<file path="config.mk">
export PLATFORM = sky130hd
export DESIGN_NAME = immediate_fetcher
export DESIGN_NICKNAME = d
export VERILOG_FILES = /design/src/rtl/immediate_fetcher_pkg.sv /design/src/rtl/immediate_fetcher.sv
export SDC_FILE = /design/constraint.sdc
export NUM_CORES = 1
export LEC_CHECK = 0
export CAP_MARGIN = 40
export CORE_UTILIZATION = 47
export DETAILED_ROUTE_END_ITERATION = 16
export HOLD_SLACK_MARGIN = 0.12
export PLACE_DENSITY_LB_ADDON = 0.08
export RECOVER_POWER = 25
export SETUP_SLACK_MARGIN = 0.15
export SLEW_MARGIN = 20
export SYNTH_ARGS = -nofsm -noshare
export SYNTH_HDL_FRONTEND = slang
export SYNTH_SLANG_ARGS = --single-unit
</file>
<file path="constraint.sdc">
create_clock -name clk -period 2.9 [get_ports clk]
set_clock_uncertainty 0.15 [all_clocks]
set_input_delay 0.435 -clock clk [delete_from_list [all_inputs] [get_ports clk]]
set_output_delay 0.435 -clock clk [all_outputs]
set_load 0.02 [all_outputs]
</file>
<file path="src/rtl/immediate_fetcher_pkg.sv">
// rtl/immediate_fetcher_pkg.sv - shared types and byte-extension helper for the immediate fetcher
package immediate_fetcher_pkg;

  // Fetch sequencer states
  typedef enum logic [1:0] {
    ST_IDLE  = 2'd0,
    ST_FETCH = 2'd1,
    ST_DONE  = 2'd2
  } state_t;

  // Widest operand any instance may assemble; callers truncate to their own width
  localparam int EXT_MAX_BYTES = 8;

  // Keep bytes 0..nbytes-1 of data; fill the rest with the sign of byte nbytes-1 or with zero
  function automatic logic [8*EXT_MAX_BYTES-1:0] extend_bytes(
    input logic [8*EXT_MAX_BYTES-1:0] data,
    input logic [3:0]                 nbytes,
    input logic                       sext
  );
    logic [8*EXT_MAX_BYTES-1:0] res;
    logic [6:0]                 msb;
    logic                       fill;
    res  = '0;
    msb  = {nbytes, 3'b000} - 7'd1;
    fill = sext & (nbytes != 4'd0) & data[msb[5:0]];
    for (int i = 0; i < EXT_MAX_BYTES; i++) begin
      res[8*i +: 8] = (4'(i) < nbytes) ? data[8*i +: 8] : {8{fill}};
    end
    return res;
  endfunction

endpackage

</file>
<file path="src/rtl/immediate_fetcher.sv">
// rtl/immediate_fetcher.sv - pops 0..MAX_BYTES operand bytes from the prefetch FIFO and extends them
module immediate_fetcher
  import immediate_fetcher_pkg::*;
#(
  parameter  int MAX_BYTES = 4,
  localparam int DATA_W    = 8 * MAX_BYTES,
  localparam int CNT_W     = $clog2(MAX_BYTES + 1)
) (
  input  logic              clk,
  input  logic              reset,
  input  logic              start,
  input  logic [CNT_W-1:0]  num_bytes,
  input  logic              sign_extend,
  input  logic              abort,
  output logic              busy,
  output logic              complete,
  output logic [DATA_W-1:0] immediate,
  output logic              fifo_rd_en,
  input  logic [7:0]        fifo_rd_data,
  input  logic              fifo_empty
);

  state_t             state;
  logic [CNT_W-1:0]   tgt;
  logic [CNT_W-1:0]   req_cnt;
  logic [CNT_W-1:0]   rcv_cnt;
  logic [CNT_W-1:0]   tgt_new;
  logic [CNT_W-1:0]   rcv_inc;
  logic               sext_q;
  logic               popped;
  logic               accept;
  logic               in_fetch;
  logic [DATA_W-1:0]  asm_q;
  logic [DATA_W-1:0]  asm_next;
  logic [DATA_W-1:0]  ext;
  logic [8*EXT_MAX_BYTES-1:0] wide_asm;
  logic [8*EXT_MAX_BYTES-1:0] wide_ext;

  // Accept decision, clamped byte count, pop request and status outputs
  always_comb begin
    in_fetch   = (state == ST_FETCH);
    accept     = start & ~abort & ~reset & ((state == ST_IDLE) | (state == ST_DONE));
    tgt_new    = (num_bytes > CNT_W'(MAX_BYTES)) ? CNT_W'(MAX_BYTES) : num_bytes;
    // On accept the comparison must use the new target, since tgt is not yet loaded
    fifo_rd_en = ~fifo_empty & ~abort & ~reset &
                 ((accept & (tgt_new != '0)) | (in_fetch & (req_cnt < tgt)));
    busy       = accept | in_fetch;
    complete   = (state == ST_DONE);
  end

  // Next assembly value with the arriving byte in lane rcv_cnt, and its extended form
  always_comb begin
    asm_next = asm_q;
    for (int i = 0; i < MAX_BYTES; i++) begin
      if (rcv_cnt == CNT_W'(i)) begin
        asm_next[8*i +: 8] = fifo_rd_data;
      end
    end
    rcv_inc  = rcv_cnt + CNT_W'(1);
    wide_asm = '0;
    wide_asm[DATA_W-1:0] = asm_next;
    wide_ext = extend_bytes(wide_asm, 4'(tgt), sext_q);
    ext      = wide_ext[DATA_W-1:0];
  end

  // Sequencer, counters and result register; abort keeps the last result, reset clears it
  always_ff @(posedge clk) begin
    if (reset) begin
      state     <= ST_IDLE;
      tgt       <= '0;
      req_cnt   <= '0;
      rcv_cnt   <= '0;
      sext_q    <= 1'b0;
      popped    <= 1'b0;
      asm_q     <= '0;
      immediate <= '0;
    end else if (abort) begin
      // A byte popped last cycle lands now and is dropped with the flush
      state  <= ST_IDLE;
      popped <= 1'b0;
    end else begin
      popped <= fifo_rd_en;
      if (accept) begin
        tgt     <= tgt_new;
        sext_q  <= sign_extend;
        req_cnt <= fifo_rd_en ? CNT_W'(1) : '0;
        rcv_cnt <= '0;
        asm_q   <= '0;
        if (tgt_new == '0) begin
          state     <= ST_DONE;
          immediate <= '0;
        end else begin
          state <= ST_FETCH;
        end
      end else begin
        case (state)
          ST_FETCH: begin
            if (fifo_rd_en) begin
              req_cnt <= req_cnt + CNT_W'(1);
            end
            if (popped) begin
              asm_q   <= asm_next;
              rcv_cnt <= rcv_inc;
              if (rcv_inc == tgt) begin
                immediate <= ext;
                state     <= ST_DONE;
              end
            end
          end
          ST_DONE: state <= ST_IDLE;
          default: state <= ST_IDLE;
        endcase
      end
    end
  end

endmodule
</file>
# Word-level counts from Yosys, hierarchy flattened
# Index checks and enable logic that the tools add are counted.
# totals
input_bits	17
ff_bits	77
wordCells	89
# classes
n_lt_le_gt_ge	7
bitwise_logic	16
mux	31
n_addsub	3
eq_ne	9
reduce_logical	15
# ops
cell	count
two-way mux 32 bit	8
two-way mux 8 bit	8
two-way mux 3 bit	7
AND 1 bit	10
two-way mux 2 bit	5
nonzero test 2 bit	4
< comparator 6 x 7 -> 1 bit (second input constant)	1
adder 3 x 1 -> 3 bit (second input constant)	2
binary-select mux 1 bit (select 6 bit)	1
equality test 3 x 2 -> 1 bit (second input constant)	2
zero test 3 bit	2
< comparator 1 x 3 -> 1 bit (first input constant)	2
< comparator 2 x 3 -> 1 bit (first input constant)	2
AND reduction 3 bit	2
nonzero test 3 bit	2
subtractor 6 x 1 -> 6 bit (second input constant)	1
AND reduction 5 bit	1
AND reduction 2 bit	2
equality test 3 x 1 -> 1 bit (second input constant)	1
equality test 3 bit	1
> comparator 3 bit (second input constant)	1
< comparator 3 bit	1
inequality test 3 x 2 -> 1 bit (second input constant)	1
inequality test 3 bit (second input constant)	1
other kinds (8)	13

# Logic depth before layout (Yosys ltp)
# Gate-level depths: netlist of the first run.
# depth
depth_word	10
ltp_mapped	9
ltp_nobuf	7

# Least setup slack after synthesis of the first run
# No wires, ideal clock.
# synth_path
path_kind	register -> register
from	reg rcv_cnt[0]
to	reg immediate[15]
t_arrival_ns	2.220
period_less_slack_ns	2.506
path_slack_ns	0.394
stages_incl_launch_ff	9
setup_time_ns	0.136
path_cell_list	dfxtp_1 > ha_1 > ha_1 > clkbuf_1 > mux2_2 > mux4_1 > nand2_1 > buf_4 > o211ai_1
# synth_between
elab_chain_cells	10
# synth_rtl
item	line_no	rtl
from (decl)	immediate_fetcher.sv:26	logic [CNT_W-1:0] rcv_cnt;
from (signal assigned)	immediate_fetcher.sv:103	rcv_cnt <= rcv_inc;
equality test 3 x 1 -> 1 bit, or another cell as far along	immediate_fetcher.sv:55	if (rcv_cnt == CNT_W'(i)) begin
two-way mux 8 bit	immediate_fetcher.sv:55	
binary-select mux 1 bit (select 6 bit)	immediate_fetcher_pkg.sv:25	fill = sext & (nbytes != 4'd0) & data[msb[5:0]];
two-way mux 1 bit (implied by the code)	immediate_fetcher_pkg.sv:25	
AND 1 bit	immediate_fetcher_pkg.sv:25	
two-way mux 8 bit	immediate_fetcher_pkg.sv:27	res[8*i +: 8] = (4'(i) < nbytes) ? data[8*i +: 8] : {8{fill}};
two-way mux 32 bit	immediate_fetcher.sv:104	if (rcv_inc == tgt) begin
two-way mux 32 bit	immediate_fetcher.sv:101	if (popped) begin
two-way mux 32 bit	immediate_fetcher.sv:96	case (state)
two-way mux 32 bit	immediate_fetcher.sv:83	if (accept) begin
to (signal assigned)	immediate_fetcher.sv:105	immediate <= ext;
to (decl)	immediate_fetcher.sv:17	output logic [DATA_W-1:0] immediate,
# Several ways; a longest one is shown, not always the timed one. The select of a mux whose other input is x is not followed.
# A chain may end at the register's enable or synchronous reset.

# Worst setup path in the final report of the first run
# layout_path
from	in abort
to	out busy
# layout_between
elab_chain_cells	5
# layout_rtl
item	line_no	rtl
from (decl)	immediate_fetcher.sv:14	input logic abort,
inverter 1 bit (no source line)	n/a	
AND 1 bit (3 in series)	immediate_fetcher.sv:42	accept = start & ~abort & ~reset & ((state == ST_IDLE) | (state == ST_DONE));
OR 1 bit	immediate_fetcher.sv:47	busy = accept | in_fetch;
to (decl)	immediate_fetcher.sv:15	output logic busy,
# No other way between the ends.

==> impl_summary.log, run 1 <==
[metrics] run status: completed
[metrics] Cell Area, Synth: 3650 um^2
[metrics] r2r endpoint: immediate[23]$_SDFFE_PP0P_
[metrics] # hold bufs at CTS: 0
[metrics] sequential fraction of the synthesis area: between 40 and 50%
[metrics] Mapped Avg Cell Area: slightly below 9 um^2
[metrics] number of instances in the synthesized netlist: between 400 and 500
[metrics] row count: 31
[metrics] Design Power: about 0.002 W
[metrics] growth of design area from synthesis to finish: 24.9%
[metrics] min cycle time layout: 2.68 ns
[metrics] global-route wire length before repair: around 16 mm
[metrics] largest net degree at the start of global routing: 42
[metrics] Max IR drop VDD: 0.000289 V
[metrics] CTS H-tree depth: 3
[metrics] biggest fanout along the worst timing path: 15
[metrics] distinct cell type count of the synthesized netlist: 48
[metrics] Worst Slack Setup Final: approximately 0.22 ns
[metrics] global route overflow: 0
[metrics] antenna diode count: 0
[metrics] placed inst area: 4340 um^2
[metrics] reported leakage power: between 1.5 and 2 nW
[metrics] mean routed wirelength per cell: roughly 16 um
[metrics] CP max-delay cell: sky130_fd_sc_hd__clkdlybuf4s50_1
[metrics] Final Non-Filler Cells: 576
[metrics] number of DRC markers in iteration 0: around 170
[metrics] worst reg-to-reg setup slack: between 0.3 and 0.4 ns
[metrics] Hold Path Class: reg -> reg
[metrics] detailed-route via count: 3267
[metrics] endpoints failing setup: 0
[metrics] delay of the slowest cell on the worst path: 0.42 ns
[metrics] predominant post-synthesis flop cell: sky130_fd_sc_hd__dfxtp_1
[metrics] most repeated library cell on the critical path: sky130_fd_sc_hd__or2_2
[metrics] count of maximum capacitance violations: 0
[metrics] buffers added on ports: 51
[metrics] total power per unit cell area: between 400 and 500 nW/um^2
[metrics] clock buffer depth: 2
[metrics] Final Slew Violations: 0
[metrics] Horiz. Die Dim: ~90 um
[metrics] final worst path period share: between 90% and 100%
[metrics] initial core utilization: between 40% and 50%
[metrics] count of antenna-violating nets left after detailed routing: 0
[metrics] clock insertion delay at the later pin of the skew report: approximately 0.34 ns
[metrics] DRC viols: 0
[metrics] DRT Wirelength: between 9 and 10 mm
[metrics] number of buffers created by CTS: 9
[metrics] Synth area leader: sky130_fd_sc_hd__dfxtp_1
[metrics] clock-pin slew of the registers on the worst-case setup and hold paths: roughly 0.080 ns
[metrics] R2R cell count: 7
[metrics] weighted congestion at the end of routability-driven global placement: ~0.85
[metrics] Non-Filler Cell Area, Final: ~4600 um^2
[metrics] Async S/R FF share, synth: 0%
[metrics] Final Hold Viols: 0
[metrics] Critical Path Source Type: primary input
[metrics] total die area: 8120 um^2
[metrics] number of antenna violations at the first check in global routing: 0
[metrics] proportion of layout cells with a drive suffix above 1: 14.9%
[metrics] kind of end point of the critical path: output port
[metrics] worst setup path startpoint: abort
[metrics] YS warnings: 0
[metrics] required time reported for the critical path endpoint: around 2.3 ns
[metrics] post-detail-place hpwl: around 6.6 mm
[metrics] Detailed Routing Iterations Pass 1: 4
[metrics] worst setup slack before clock tree synthesis: -0.208 ns
[metrics] critical path capture point: busy
[metrics] Achievable Freq: approximately 0.37 GHz
[metrics] Synth Register Bits: 77
[metrics] library cell used as clock root buffer: sky130_fd_sc_hd__clkbuf_8
[metrics] worst reg2reg path startpoint: rcv_cnt[0]$_SDFFE_PP0P_
[metrics] Post-synth EDFFs: 0
[metrics] top area cells in the synthesized netlist: sky130_fd_sc_hd__dfxtp_1, sky130_fd_sc_hd__a22oi_1, sky130_fd_sc_hd__nand2_1
[metrics] synthesized netlist net count: ~440
[metrics] via-per-instance ratio: roughly 5.7
[metrics] Crit path arrival time: ~2.1 ns
[metrics] via count of the first global-routing pass: 3195
[metrics] die height: ~90 um
[metrics] Setup Crit Path Kind: in -> out
[metrics] TritonCTS clock tree: yes
[metrics] total clock sinks: just under 80
[metrics] transition at the pin with the smallest max-transition slack: 0.831 ns
[metrics] CP Cell Sequence: clkdlybuf4s50_1, or2_2, or2_2, buf_4, nand2_1, dlygate4sd2_1
[metrics] I/O pins: 52
[metrics] global-route usage over all layers: between 20% and 30%
[metrics] Cells after DPL: between 500 and 600
[metrics] Core ar.: approximately 7400 um^2
[metrics] unrepaired setup endpoints after global routing: true
[metrics] share of the synthesized area in the top cell type: 42.3%
[metrics] relative max-transition margin: about 44%
[metrics] Final #Nets: around 500
-- registers in the layout (all words and copies together) (netlist names) --
| name | cells |
|---|---|
| asm_q | 32 |
| immediate | 32 |
| rcv_cnt | 3 |
| sext_q | 1 |
| popped | 1 |
| state | 2 |
| tgt | 3 |
| req_cnt | 3 |
-- synthesized netlist by cell type (2+ instances only) --
cell,number
sky130_fd_sc_hd__a211o_1,9
sky130_fd_sc_hd__a21oi_1,17
sky130_fd_sc_hd__a21oi_2,7
sky130_fd_sc_hd__a22oi_1,24
sky130_fd_sc_hd__a31oi_1,13
sky130_fd_sc_hd__a32oi_1,3
sky130_fd_sc_hd__and2_1,4
sky130_fd_sc_hd__buf_1,6
sky130_fd_sc_hd__buf_2,2
sky130_fd_sc_hd__buf_6,3
sky130_fd_sc_hd__clkbuf_1,21
sky130_fd_sc_hd__dfxtp_1,77
sky130_fd_sc_hd__ha_1,10
sky130_fd_sc_hd__inv_1,10
sky130_fd_sc_hd__mux2_2,12
sky130_fd_sc_hd__mux2i_1,16
sky130_fd_sc_hd__nand2_1,48
sky130_fd_sc_hd__nand2b_1,3
sky130_fd_sc_hd__nand3_1,30
sky130_fd_sc_hd__nand3b_1,3
sky130_fd_sc_hd__nor2_1,33
sky130_fd_sc_hd__nor2b_1,4
sky130_fd_sc_hd__nor3_1,16
sky130_fd_sc_hd__nor4_1,2
sky130_fd_sc_hd__o211ai_1,3
sky130_fd_sc_hd__o21ai_0,8
sky130_fd_sc_hd__o21ai_1,6
sky130_fd_sc_hd__or2_2,2
sky130_fd_sc_hd__or3_1,2
sky130_fd_sc_hd__xnor2_1,3
-- metal layers --
layer	GRT usage [%]	share of wire (%)	wire (um)	vias to the layer above
met4	11.6	2.2	204	0
met5	0	0	0	-
met2	39.1	46	4350	85
li1	-	-	-	1599
met1	32.9	48	4460	1570
met3	3.30	3.7	346	13
-- power breakdown --
| part | internal (W) | switching, W | total (W) | leakage (nW) |
|---|---|---|---|---|
| Combinational | 0.0000472 | 0.0000741 | 0.000121 | 1.14 |
| Sequential | 0.00106 | 0.00000175 | 0.00106 | 0.620 |
| Clock | 0.000405 | 0.000416 | 0.000821 | 0.0971 |
| Total | 0.00151 | 0.000491 | 0.00200 | 1.86 |
-- metrics by stage --
step	hold WS [ns]	utilization, %	setup TNS (ns)
final	0.310	61.8	0
after global routing	0.334	61.8	0
after CTS	0.312	61.6	0
after detailed placement	0.301	58.9	-0.258
after global placement	0.293	58.9	-0.223
after floorplan	0.284	-	0
-- logic make-up after synthesis --
family                     after synthesis  share of synthesized area (%)
and+or+nand+nor                        155                           21.0
muxes                                   29                           8.82
xor gates and xnor gates                 4                          0.961
buffers and inverters                   43                           5.21
DFF                                     77                           42.3
AOI/OAI and AO/OA                       97                           18.3
adders and majority gates               10                           3.43
-- how the worst min path moves through the flow --
| stage | from | end | slack, ns | depth (start not counted) |
|---|---|---|---|---|
| floorplan | asm_q[31]$_SDFFE_PP0P_ | asm_q[31]$_SDFFE_PP0P_ | 0.28 | 2 |
| global placement | asm_q[31]$_SDFFE_PP0P_ | asm_q[31]$_SDFFE_PP0P_ | 0.29 | 2 |
| detailed placement | asm_q[31]$_SDFFE_PP0P_ | asm_q[31]$_SDFFE_PP0P_ | 0.30 | 2 |
| CTS | asm_q[31]$_SDFFE_PP0P_ | asm_q[31]$_SDFFE_PP0P_ | 0.31 | 2 |
| global route | immediate[2]$_SDFFE_PP0P_ | immediate[2]$_SDFFE_PP0P_ | 0.33 | 1 |
| finish | immediate[7]$_SDFFE_PP0P_ | immediate[7]$_SDFFE_PP0P_ | 0.31 | 1 |
-- worst max-delay path: cells and delay by family --
kind	cells	cell delay, ns
simple gates	3	0.72
buf+inv	3	0.95
-- placed cells by master, fill, tap and decap left out, types with 2 or more instances in the layout --
cell type and instances:
sky130_fd_sc_hd__a211o_1 9, sky130_fd_sc_hd__a21oi_1 17, sky130_fd_sc_hd__a21oi_2 7, sky130_fd_sc_hd__a22oi_1 24, sky130_fd_sc_hd__a31oi_1 13, sky130_fd_sc_hd__a32oi_1 3, sky130_fd_sc_hd__and2_1 4, sky130_fd_sc_hd__buf_4 27
sky130_fd_sc_hd__clkbuf_8 9, sky130_fd_sc_hd__clkdlybuf4s50_1 21, sky130_fd_sc_hd__clkinv_4 3, sky130_fd_sc_hd__dfxtp_1 77, sky130_fd_sc_hd__dlygate4sd3_1 28, sky130_fd_sc_hd__ha_1 10, sky130_fd_sc_hd__inv_1 10, sky130_fd_sc_hd__mux2_2 12
sky130_fd_sc_hd__mux2i_1 16, sky130_fd_sc_hd__nand2_1 48, sky130_fd_sc_hd__nand2b_1 3, sky130_fd_sc_hd__nand3_1 30, sky130_fd_sc_hd__nand3b_1 3, sky130_fd_sc_hd__nor2_1 33, sky130_fd_sc_hd__nor2b_1 4, sky130_fd_sc_hd__nor3_1 16
sky130_fd_sc_hd__nor4_1 2, sky130_fd_sc_hd__o211ai_1 3, sky130_fd_sc_hd__o21ai_0 7, sky130_fd_sc_hd__o21ai_1 7, sky130_fd_sc_hd__or2_2 2, sky130_fd_sc_hd__or3_1 2, sky130_fd_sc_hd__xnor2_1 3
-- timing repair --
action,CTS,global route
cloned,0,0
gates resized for setup,2,5
setup buffers,0,1
endpoints found under the setup margin,2,9
-- final cells by class --
class                      instances  area, um^2
clock buffer                      10         128
clock inverter                     6        72.6
fill                             670        2810
inverter                          10        37.5
multi-input combinational        295        1930
sequential                        77        1540
tap                               99         124
timing repair buffer              79         727
Power figures use the tool's default switching activity.
==> run 2, diff against run 1 <==
==> constraint.sdc (replaced) <==
create_clock -name clk -period 2.6 [get_ports clk]
set_clock_uncertainty 0.15 [all_clocks]
set_input_delay 0.39 -clock clk [delete_from_list [all_inputs] [get_ports clk]]
set_output_delay 0.39 -clock clk [all_outputs]
set_load 0.02 [all_outputs]
==> run 2 against run 1 <==
- sequential share of layout area fell by 1.3 points
- setup slack got worse by 0.034 ns
- sequential cell count did not move
- clock-buffer cell count did not move
- combinational power rose by 20%
- power rose by 16%
- via count rose by 1.8%
- core utilization rose by 2.7 points
- largest power group unchanged
- first-iteration DRC count rose by 1.8%
==> impl_summary.log, run 2 (synthesis gave the netlist of run 1 again) <==
[metrics] run status: completed
[metrics] proportion of layout cells with a drive suffix above 1: 19.4% (+4.5 points)
[metrics] weighted congestion at the end of routability-driven global placement: 0.820 (-4.0%)
[metrics] Cells after DPL: 566 (+1.3%)
[metrics] Final #Nets: 511 (+2.4%)
[metrics] combinational power share: 6.3% (+0.2 points)
[metrics] Final Slew Violations: 0 (unchanged)
[metrics] worst reg-to-reg setup slack: 0.18 ns (-0.15 ns)
[metrics] required time reported for the critical path endpoint: 2.75 ns (+0.43 ns)
[metrics] buffers added on ports: 51 (unchanged)
[metrics] count of antenna-violating nets left after detailed routing: 0 (unchanged)
[metrics] reported leakage power: 1.92 nW (+3.3%)
[metrics] Crit path arrival time: 2.56 ns (+0.46 ns)
[metrics] via-per-instance ratio: 5.66 (-0.24%)
[metrics] kind of end point of the critical path: flop
[metrics] leading cell types in the layout, fill and taps excluded: sky130_fd_sc_hd__dfxtp_1, sky130_fd_sc_hd__nand2_1, sky130_fd_sc_hd__nor2_1, sky130_fd_sc_hd__buf_4, sky130_fd_sc_hd__nand3_1
[metrics] final worst path period share: a little over 90%
[metrics] number of DRC markers in iteration 0: 168 (+1.8%)
[metrics] Final Non-Filler Cells: 588 (+2.1%)
[metrics] I/O pins: 52 (unchanged)
[metrics] power spent charging and discharging nets: 0.000538 W (+9.6%)
[metrics] DRT Wirelength: 9.60 mm (+2.7%)
[metrics] Critical Path Source Type: flop
[metrics] Hold Path Class: reg -> reg
[metrics] Horiz. Die Dim: 90.1 um (unchanged)
[metrics] largest net degree at the start of global routing: 42 (unchanged)
[metrics] Detailed Routing Iterations Pass 1: 5 (+1)
[metrics] global route overflow: 0 (unchanged)
[metrics] CP max-delay cell: sky130_fd_sc_hd__or4_4
[metrics] global-route wire length before repair: 16.0 mm (+0.96%)
[metrics] number of antenna violations at the first check in global routing: 0 (unchanged)
[metrics] Core ar.: 7370 um^2 (unchanged)
[metrics] critical path capture point: immediate[5]$_SDFFE_PP0P_
[metrics] mean routed wirelength per cell: 16.3 um (+0.56%)
[metrics] Achievable Freq: just over 0.4 GHz
[metrics] area occupied by multi-input gates: 1990 um^2 (+3.2%)
[metrics] row count: 31 (unchanged)
[metrics] clock-pin slew of the registers on the worst-case setup and hold paths: 0.08 ns (about the same)
[metrics] via count of the first global-routing pass: 3211 (+0.50%)
[metrics] total die area: 8120 um^2 (unchanged)
[metrics] most common library cell in the layout ignoring fill and taps: sky130_fd_sc_hd__dfxtp_1
[metrics] growth of design area from synthesis to finish: 30.5%
[metrics] R2R cell count: 7 (unchanged)
[metrics] transition at the pin with the smallest max-transition slack: 0.554 ns (-0.278 ns)
[metrics] share of power burned in the clock network: 42.7% (+1.7 points)
[metrics] Int Power: 0.00178 W (+18%)
[metrics] switching power as a share of total power: 23.2% (-1.3 points)
[metrics] Final Hold Viols: 0 (unchanged)
[metrics] FF+latch area: 1550 um^2 (+0.41%)
[metrics] largest registers: asm_q: 32 flops, immediate: 32 flops
[metrics] post-detail-place hpwl: 6.60 mm (about the same)
[metrics] delay of the slowest cell on the worst path: 0.61 ns (+0.19 ns)
[metrics] worst setup path startpoint: rcv_cnt[0]$_SDFFE_PP0P_
[metrics] number of fill cells in the layout: 647 (-3.4%)
[metrics] total clock sinks: 77 (unchanged)
[metrics] count of maximum capacitance violations: 0 (unchanged)
[metrics] number of buffers created by CTS: 9 (unchanged)
[metrics] detailed-route via count: 3327 (+1.8%)
[metrics] sequential share of power: 51.0% (-1.9 points)
[metrics] CP Cell Sequence: ha_2, ha_4, xnor2_1, or3_4, or4_4, a21oi_4, a211o_1
[metrics] clock buffer depth: 2 (unchanged)
[metrics] antenna diode count: 0 (unchanged)
[metrics] global-route usage over all layers: 24.7% (+0.13 points)
[metrics] r2r endpoint: immediate[5]$_SDFFE_PP0P_
[metrics] min cycle time layout: approximately 2.4 ns
[metrics] # hold bufs at CTS: 0 (unchanged)
[metrics] endpoints failing setup: 0 (unchanged)
[metrics] biggest fanout along the worst timing path: 8 (-7)
[metrics] clock insertion delay at the later pin of the skew report: 0.35 ns (about the same)
[metrics] total power per unit cell area: 487 nW/um^2 (+11%)
[metrics] Hold WS: 0.311 ns (+0.000530 ns)
[metrics] CTS H-tree depth: 3 (unchanged)
[metrics] library cell used as clock root buffer: sky130_fd_sc_hd__clkbuf_8
[metrics] DRC viols: 0 (unchanged)
[metrics] unrepaired setup endpoints after global routing: true
[metrics] relative max-transition margin: 62.9% (+18 points)
[metrics] TritonCTS clock tree: yes
[metrics] Max IR drop VDD: 0.000453 V (+57%)
[metrics] initial core utilization: 49.5% (unchanged)
[metrics] die height: 90.1 um (unchanged)
[metrics] Setup Crit Path Kind: reg -> reg
[metrics] worst reg2reg path startpoint: rcv_cnt[0]$_SDFFE_PP0P_
[run 2: changes by cell type in the layout (fill, tap and decap cells not counted), moves of 3 or more]
cell                              delta
sky130_fd_sc_hd__clkdlybuf4s50_1     +6
sky130_fd_sc_hd__dlygate4sd3_1       -8
sky130_fd_sc_hd__dfxtp_1             -3
sky130_fd_sc_hd__o21ai_2             +3
sky130_fd_sc_hd__buf_4               +6
sky130_fd_sc_hd__o21ai_1             -3
sky130_fd_sc_hd__buf_6               +3
[run 2: worst min-delay path by stage]
| stage | from | end | slack (ns) | cells past startpoint |
|---|---|---|---|---|
| 3_5_place_dp | immediate[3]$_SDFFE_PP0P_ | immediate[3]$_SDFFE_PP0P_ | 0.30 | 1 |
| 4_1_cts | asm_q[31]$_SDFFE_PP0P_ | asm_q[31]$_SDFFE_PP0P_ | 0.31 | 2 |
| 6_report | immediate[6]$_SDFFE_PP0P_ | immediate[6]$_SDFFE_PP0P_ | 0.31 | 1 |
| 3_3_place_gp | asm_q[31]$_SDFFE_PP0P_ | asm_q[31]$_SDFFE_PP0P_ | 0.30 | 2 |
| 2_1_floorplan | asm_q[31]$_SDFFE_PP0P_ | asm_q[31]$_SDFFE_PP0P_ | 0.28 | 2 |
| 5_1_grt | immediate[5]$_SDFFE_PP0P_ | immediate[5]$_SDFFE_PP0P_ | 0.34 | 1 |
[run 2: layout make-up]
cell class,count,area share [%]
timing repair buffer,91,17.7
multi-input combinational,295,41.8
clock buffer,10,2.68
clock inverter,6,1.84
inverter,10,0.789
sequential,77,32.5
tap,99,2.60
[run 2: metal layers]
layer / part of all wire, % / routed length [um] / up-vias / global-route usage [%]
li1: - / - / 1622 / -
met1: 46 / 4380 / 1604 / 32.1
met2: 48 / 4630 / 84 / 40.6
met3: 4.4 / 425 / 17 / 4.23
met4: 1.7 / 162 / 0 / 9.95
met5: 0 / 0 / - / 0
[run 2: critical path, delay by kind of cell, from the launching register on]
family | cells | cell delay [ns]
adders and majority gates | 2 | 0.42
AOI/OAI and AO/OA | 2 | 0.29
xor gates and xnor gates | 1 | 0.14
DFF | 1 | 0.36
and+or+nand+nor | 2 | 1.01
[run 2: power groups by stage]
stage          clock [W]  combinational [W]  sequential, W
2_1_floorplan          0          0.0000650        0.00121
3_3_place_gp           0           0.000136        0.00121
4_1_cts          0.00101           0.000140        0.00118
5_1_grt          0.00105           0.000155        0.00118
3_5_place_dp           0           0.000138        0.00121
6_report        0.000990           0.000145        0.00118
[run 2: repair_timing]
item | in CTS | in global routing
buffers inserted | 6 | 0
pin swaps | 2 | 4
setup endpoints to repair | 10 | 51
resized for setup | 18 | 14
[run 2: per-stage QoR]
| stage | instance area, um^2 | TNS, ns | setup WS, ns | power, W | util, % |
|---|---|---|---|---|---|
| after floorplan | 3650 | 0 | 0.160 | 0.00128 | - |
| after global placement | 4410 | -4.92 | -0.391 | 0.00135 | 59.8 |
| after detailed placement | 4410 | -6.05 | -0.405 | 0.00135 | 59.8 |
| after CTS | 4710 | 0 | 0.164 | 0.00233 | 63.9 |
| after global routing | 4760 | 0 | 0.140 | 0.00239 | 64.6 |
| final | 4760 | 0 | 0.183 | 0.00232 | 64.6 |
